$ cat src/rtl/rca_share_ctrl.sv
// Round-robin sequencer sharing one external ripple-carry adder between two requesters; one op in flight.
// Latency: rsp_valid rises SETTLE cycles after acceptance; requests blocked (ready=0) until response is taken.
// Optional STICKY_OVF_EN adds per-requester sticky overflow flags (ovf_sticky / ovf_clr).
module rca_share_ctrl #(
   parameter int WIDTH  = 20,
   parameter int SETTLE = 2    // 1..15, clocks adder inputs are held before sampling
) (
   input  logic             clk,
   input  logic             rst_n,
   input  logic             req0_valid,
   output logic             req0_ready,
   input  logic [WIDTH-1:0] req0_a,
   input  logic [WIDTH-1:0] req0_b,
   input  logic             req0_cin,
   input  logic             req1_valid,
   output logic             req1_ready,
   input  logic [WIDTH-1:0] req1_a,
   input  logic [WIDTH-1:0] req1_b,
   input  logic             req1_cin,
   output logic [WIDTH-1:0] add_a,
   output logic [WIDTH-1:0] add_b,
   output logic             add_cin,
   input  logic [WIDTH-1:0] add_sum,
   input  logic             add_ovf,
   output logic             rsp_valid,
   input  logic             rsp_ready,
   output logic             rsp_id,
   output logic [WIDTH-1:0] rsp_sum,
   output logic             rsp_ovf,
   output logic             busy
`ifdef STICKY_OVF_EN
   ,
   output logic [1:0]       ovf_sticky,
   input  logic             ovf_clr
`endif
);

   typedef enum logic [1:0] {IDLE, DRIVE, RESP} state_t;

   localparam logic [3:0] CNT_INIT = 4'(SETTLE - 1);

   state_t     state, state_nxt;
   logic [3:0] cnt;
   logic       last_grant;
   logic       grant;
   logic       accept;
   logic       capture;
   logic       rsp_done;

   // Alternate only when both compete; a lone requester always wins.
   always_comb begin
      grant = 1'b0;
      if (req0_valid && req1_valid)
         grant = ~last_grant;
      else if (req1_valid)
         grant = 1'b1;
   end

   assign req0_ready = rst_n && (state == IDLE) && req0_valid && !grant;
   assign req1_ready = rst_n && (state == IDLE) && req1_valid &&  grant;
   assign accept     = req0_ready || req1_ready;
   assign capture    = (state == DRIVE) && (cnt == 4'd0);
   assign rsp_done   = (state == RESP) && rsp_ready;
   assign busy       = (state != IDLE);

   always_ff @(posedge clk or negedge rst_n) begin
      if (!rst_n)
         state <= IDLE;
      else
         state <= state_nxt;
   end

   always_comb begin
      state_nxt = state;
      case (state)
         IDLE:    if (accept)   state_nxt = DRIVE;
         DRIVE:   if (capture)  state_nxt = RESP;
         RESP:    if (rsp_done) state_nxt = IDLE;
         default: state_nxt = IDLE;
      endcase
   end

   always_ff @(posedge clk or negedge rst_n) begin
      if (!rst_n) begin
         cnt        <= 4'd0;
         last_grant <= 1'b1;
         add_a      <= '0;
         add_b      <= '0;
         add_cin    <= 1'b0;
         rsp_id     <= 1'b0;
         rsp_sum    <= '0;
         rsp_ovf    <= 1'b0;
         rsp_valid  <= 1'b0;
      end else begin
         if (accept) begin
            add_a      <= grant ? req1_a   : req0_a;
            add_b      <= grant ? req1_b   : req0_b;
            add_cin    <= grant ? req1_cin : req0_cin;
            rsp_id     <= grant;
            last_grant <= grant;
            cnt        <= CNT_INIT;
         end else if ((state == DRIVE) && (cnt != 4'd0)) begin
            cnt <= cnt - 4'd1;
         end

         if (capture) begin
            rsp_sum   <= add_sum;
            rsp_ovf   <= add_ovf;
            rsp_valid <= 1'b1;
         end else if (rsp_done) begin
            rsp_valid <= 1'b0;
         end
      end
   end

`ifdef STICKY_OVF_EN
   logic [1:0] sticky_set;

   // A capture in the same cycle as a clear must still leave its bit set.
   assign sticky_set = (capture && add_ovf) ? (rsp_id ? 2'b10 : 2'b01) : 2'b00;

   always_ff @(posedge clk or negedge rst_n) begin
      if (!rst_n)
         ovf_sticky <= 2'b00;
      else
         ovf_sticky <= (ovf_clr ? 2'b00 : ovf_sticky) | sticky_set;
   end
`endif

endmodule

$ cat config.mk
export PLATFORM = sky130hd
export DESIGN_NAME = rca_share_ctrl
export DESIGN_NICKNAME = d
export VERILOG_FILES = /design/src/rtl/rca_share_ctrl.sv
export SDC_FILE = /design/constraint.sdc
export NUM_CORES = 1
export LEC_CHECK = 0
export ABC_AREA = 1
export CAP_MARGIN = 20
export CELL_PAD_IN_SITES_DETAIL_PLACEMENT = 0
export CELL_PAD_IN_SITES_GLOBAL_PLACEMENT = 2
export CORE_MARGIN = 1.5
export CORE_UTILIZATION = 22
export CTS_CLUSTER_SIZE = 10
export DETAILED_ROUTE_END_ITERATION = 12
export GPL_TIMING_DRIVEN = 0
export PLACE_DENSITY = 0.86
export SYNTH_ARGS = -nofsm -noshare
export SYNTH_HDL_FRONTEND = slang
export SYNTH_SLANG_ARGS = --single-unit
$ cat constraint.sdc
create_clock -name clk -period 3.9 [get_ports clk]
set_clock_uncertainty 0.1 [all_clocks]
set_input_delay 0.78 -clock clk [delete_from_list [all_inputs] [get_ports clk]]
set_output_delay 0.78 -clock clk [all_outputs]
set_load 0.01 [all_outputs]
==> metrics.md <==
| Metric | Value |
|---|---|
| Vias in the first global route | `3,411` |
| CTS clk-pin slew, worst paths | `0.06 ns` |
| Die Y | `127 um` |
| Data arrival, critical path | `2.63 ns` |
| Count of input and output buffers | `174` |
| Synth Flop Type | `dfrtp_1` |
| FP Rows | `45` |
| Fin Hold WS | `0.278 ns` |
| Worst-path maximum fanout | `10` |
| Num Clock Sinks | `71` |
| Drt initial violations | `114` |
| Sequential fraction of the synthesis area | `0.527` |
| Final count of hold timing violations | `0` |
| Worst Max-Slew Pin Slew | `0.431 ns` |
| Cell variety after synth | `21` |
| Top-area cell type share of the netlist area | `0.520` |
| Post-Syn Instances | `455` |
| Clk_lat worst skew | `0.33 ns` |
| Worst Hold Class | `input port to asynchronous set/reset pin` |
| Critical path required time | `3.02 ns` |
| Area contributors post-synth | `dfrtp_1 52%, nand2_1 32%, o21ai_0 3.3%, inv_1 3.2%, buf_2 1.3%` |
| Outcome | `finished clean` |
| Peak ir drop on the vdd network | `0.230 mV` |
| Final TNS setup | `0 ns` |
| Max Cap Violations | `0` |
| RSZ-0062 raised after global routing | `no` |
| DRT Wirelength | `10,100 um` |
| Core Util, Final | `0.379` |
| Tot GR Track Use | `0.127` |
| Die footprint | `16,100 um2` |
| Slew Limit Fails | `0` |
| DR DRC count | `0` |
| EDFF count, synth | `0` |
| Startpoint Class | `input port` |
| Initial Utilization | `0.223` |
| Core ar. | `15,100 um2` |
| # hold bufs at CTS | `0` |
| Asr flop ratio synth | `1.00` |
| Vias/cell | `4.04` |
| Design area | `5720 um2` |
| Syn-to-layout area delta | `69.6%` |
| # diodes | `0` |
| Detail Placement HPWL | `7640 um` |
| Worst r2r src | `state[1]` |
| Nets@finish | `751` |
| Pin count of the biggest net entering global routing | `46` |
| First-pass GRT wire length | `16,300 um` |
| Layout cells sized above 1 | `0.0650` |
| # setup viols final | `0` |
| Slew margin rel. | `0.713` |
| Post-synth top area cell | `dfrtp_1` |
| PwrDens | `699 nW/um2` |
| Top cell types by occurrence after synthesis | `288 x nand2_1, 70 x dfrtp_1, 29 x inv_1` |
| Syn nets | `565` |
| Clk root buf | `clkbuf_16` |
| Crit. End Element | `output pin` |
| Antenna viol nets, final | `0` |
| Post-cts resize count | `0` |
| GRT overflow | `0` |
| Warnings, synthesis | `0` |
| Die width | `127 um` |
| Avg Inst Size Synth | `7.41 um2` |
| H-tree levels | `3` |
| Setup crit end | `req0_ready` |
| Initial DRT Pass Iterations | `4` |
| Ports | `175` |
| CTS buffer count | `9` |
| Origin of the worst setup path | `req0_valid` |
| Final period util | `0.899` |
| Flop2flop setup slack | `2.20 ns` |
| Worst reg-to-reg path cell count | `7` |
| Clock buffer depth | `2` |
| Critical R2R Capture | `add_b[10]` |
| Avg WL per Cell | `12.1 um` |
| Post-DP Area | `5370 um2` |
| Antenna violations before repair | `0` |
| Seq cells post-synth | `71` |
| Post-Syn Area | `3370 um2` |
| Fmax | `285 MHz` |
| Via count | `3,373` |
| Post-CTS setup buffers | `0` |
| Critical path class | `input port to output pin` |
| CTS tree | `yes` |
| Final Critical Period | `3.51 ns` |
| Most frequent cell after synthesis | `nand2_1` |
| Leak Pwr | `2.89 nW` |
| RePlAce Congestion | `0.713` |
metal layers:
layer	wire [um]	vias up	track usage
li1	-	1732	-
met4	199	0	0.0555
met3	555	14	0.0232
met2	4720	110	0.213
met1	4610	1517	0.160
met5	0	-	0
flip-flops by register name, summed over array words and instances (netlist names):
register	flops
cnt	4
rsp_ovf	1
rsp_sum	20
add_cin	1
rsp_valid	1
rsp_id	1
last_grant	1
state	2
add_b	20
add_a	20
cell families (layout without fill, tap and decap cells):
family                   after synthesis  count (layout)  synth area share
XOR/XNOR                               1               1           0.00260
AND/OR/NAND/NOR                      306             306             0.349
adder cells (fa/ha/maj)                2               2           0.00742
flip-flops                            71              71             0.527
AO/OA/AOI/OAI                         24              24            0.0390
buffers and inverters                 51             242            0.0742
critical path: stages:
cell and delay (ns):
clkdlybuf4s50_1 0.51, nand2_1 0.10, nand2_2 0.20, inv_2 0.13
buf_2 0.21, nor2_1 0.13, clkdlybuf4s50_1 0.55
metrics by stage:
stage / total power [mW] / instances / setup WS [ns]
finish: 3.99 / 834 / 0.393
global placement: 3.05 / 817 / -2.12
floorplan: 2.10 / 455 / 1.63
CTS: 4.07 / 834 / 0.346
global route: 4.31 / 834 / 0.242
detailed placement: 3.09 / 818 / 0.359
where the power goes:
| part | total [mW] | internal [mW] | switching, mW |
|---|---|---|---|
| logic | 1.75 | 0.915 | 0.839 |
| clock network | 0.954 | 0.627 | 0.327 |
| registers | 1.29 | 1.09 | 0.199 |
worst min-delay path by stage:
stage                 end       start  slack (ns)
3_5_place_dp     add_a[3]    add_a[3]        0.36
5_1_grt         add_b[19]       rst_n        0.31
6_report        add_b[19]       rst_n        0.28
4_1_cts         add_b[19]       rst_n        0.29
2_1_floorplan  last_grant  last_grant        0.34
3_3_place_gp   last_grant  last_grant        0.35
cell type report:
class / count / area [um2]
plain buffers: 20 / 131
flip-flops and latches: 71 / 1780
clock buffers: 9 / 225
multi-input cells: 333 / 1340
clock inverters: 7 / 120
inverters: 31 / 119
fillers: 1601 / 9370
well taps: 188 / 235
repair buffers: 175 / 1770
placed cells by master (no fill, tap or decap), types with 2 or more instances in the layout:
cell type | netlist | routed
buf_2 | 9 | 9
clkbuf_16 | 0 | 9
clkdlybuf4s50_1 | 0 | 173
dfrtp_1 | 70 | 70
nand2_1 | 288 | 288
nor2_1 | 6 | 6
buf_6 | 4 | 4
inv_1 | 29 | 29
clkbuf_1 | 3 | 3
o21ai_0 | 22 | 22
nand3_1 | 8 | 8
bufinv_16 | 0 | 3
ha_1 | 2 | 2
buf_4 | 4 | 5
(Power assumes the default switching activity.)
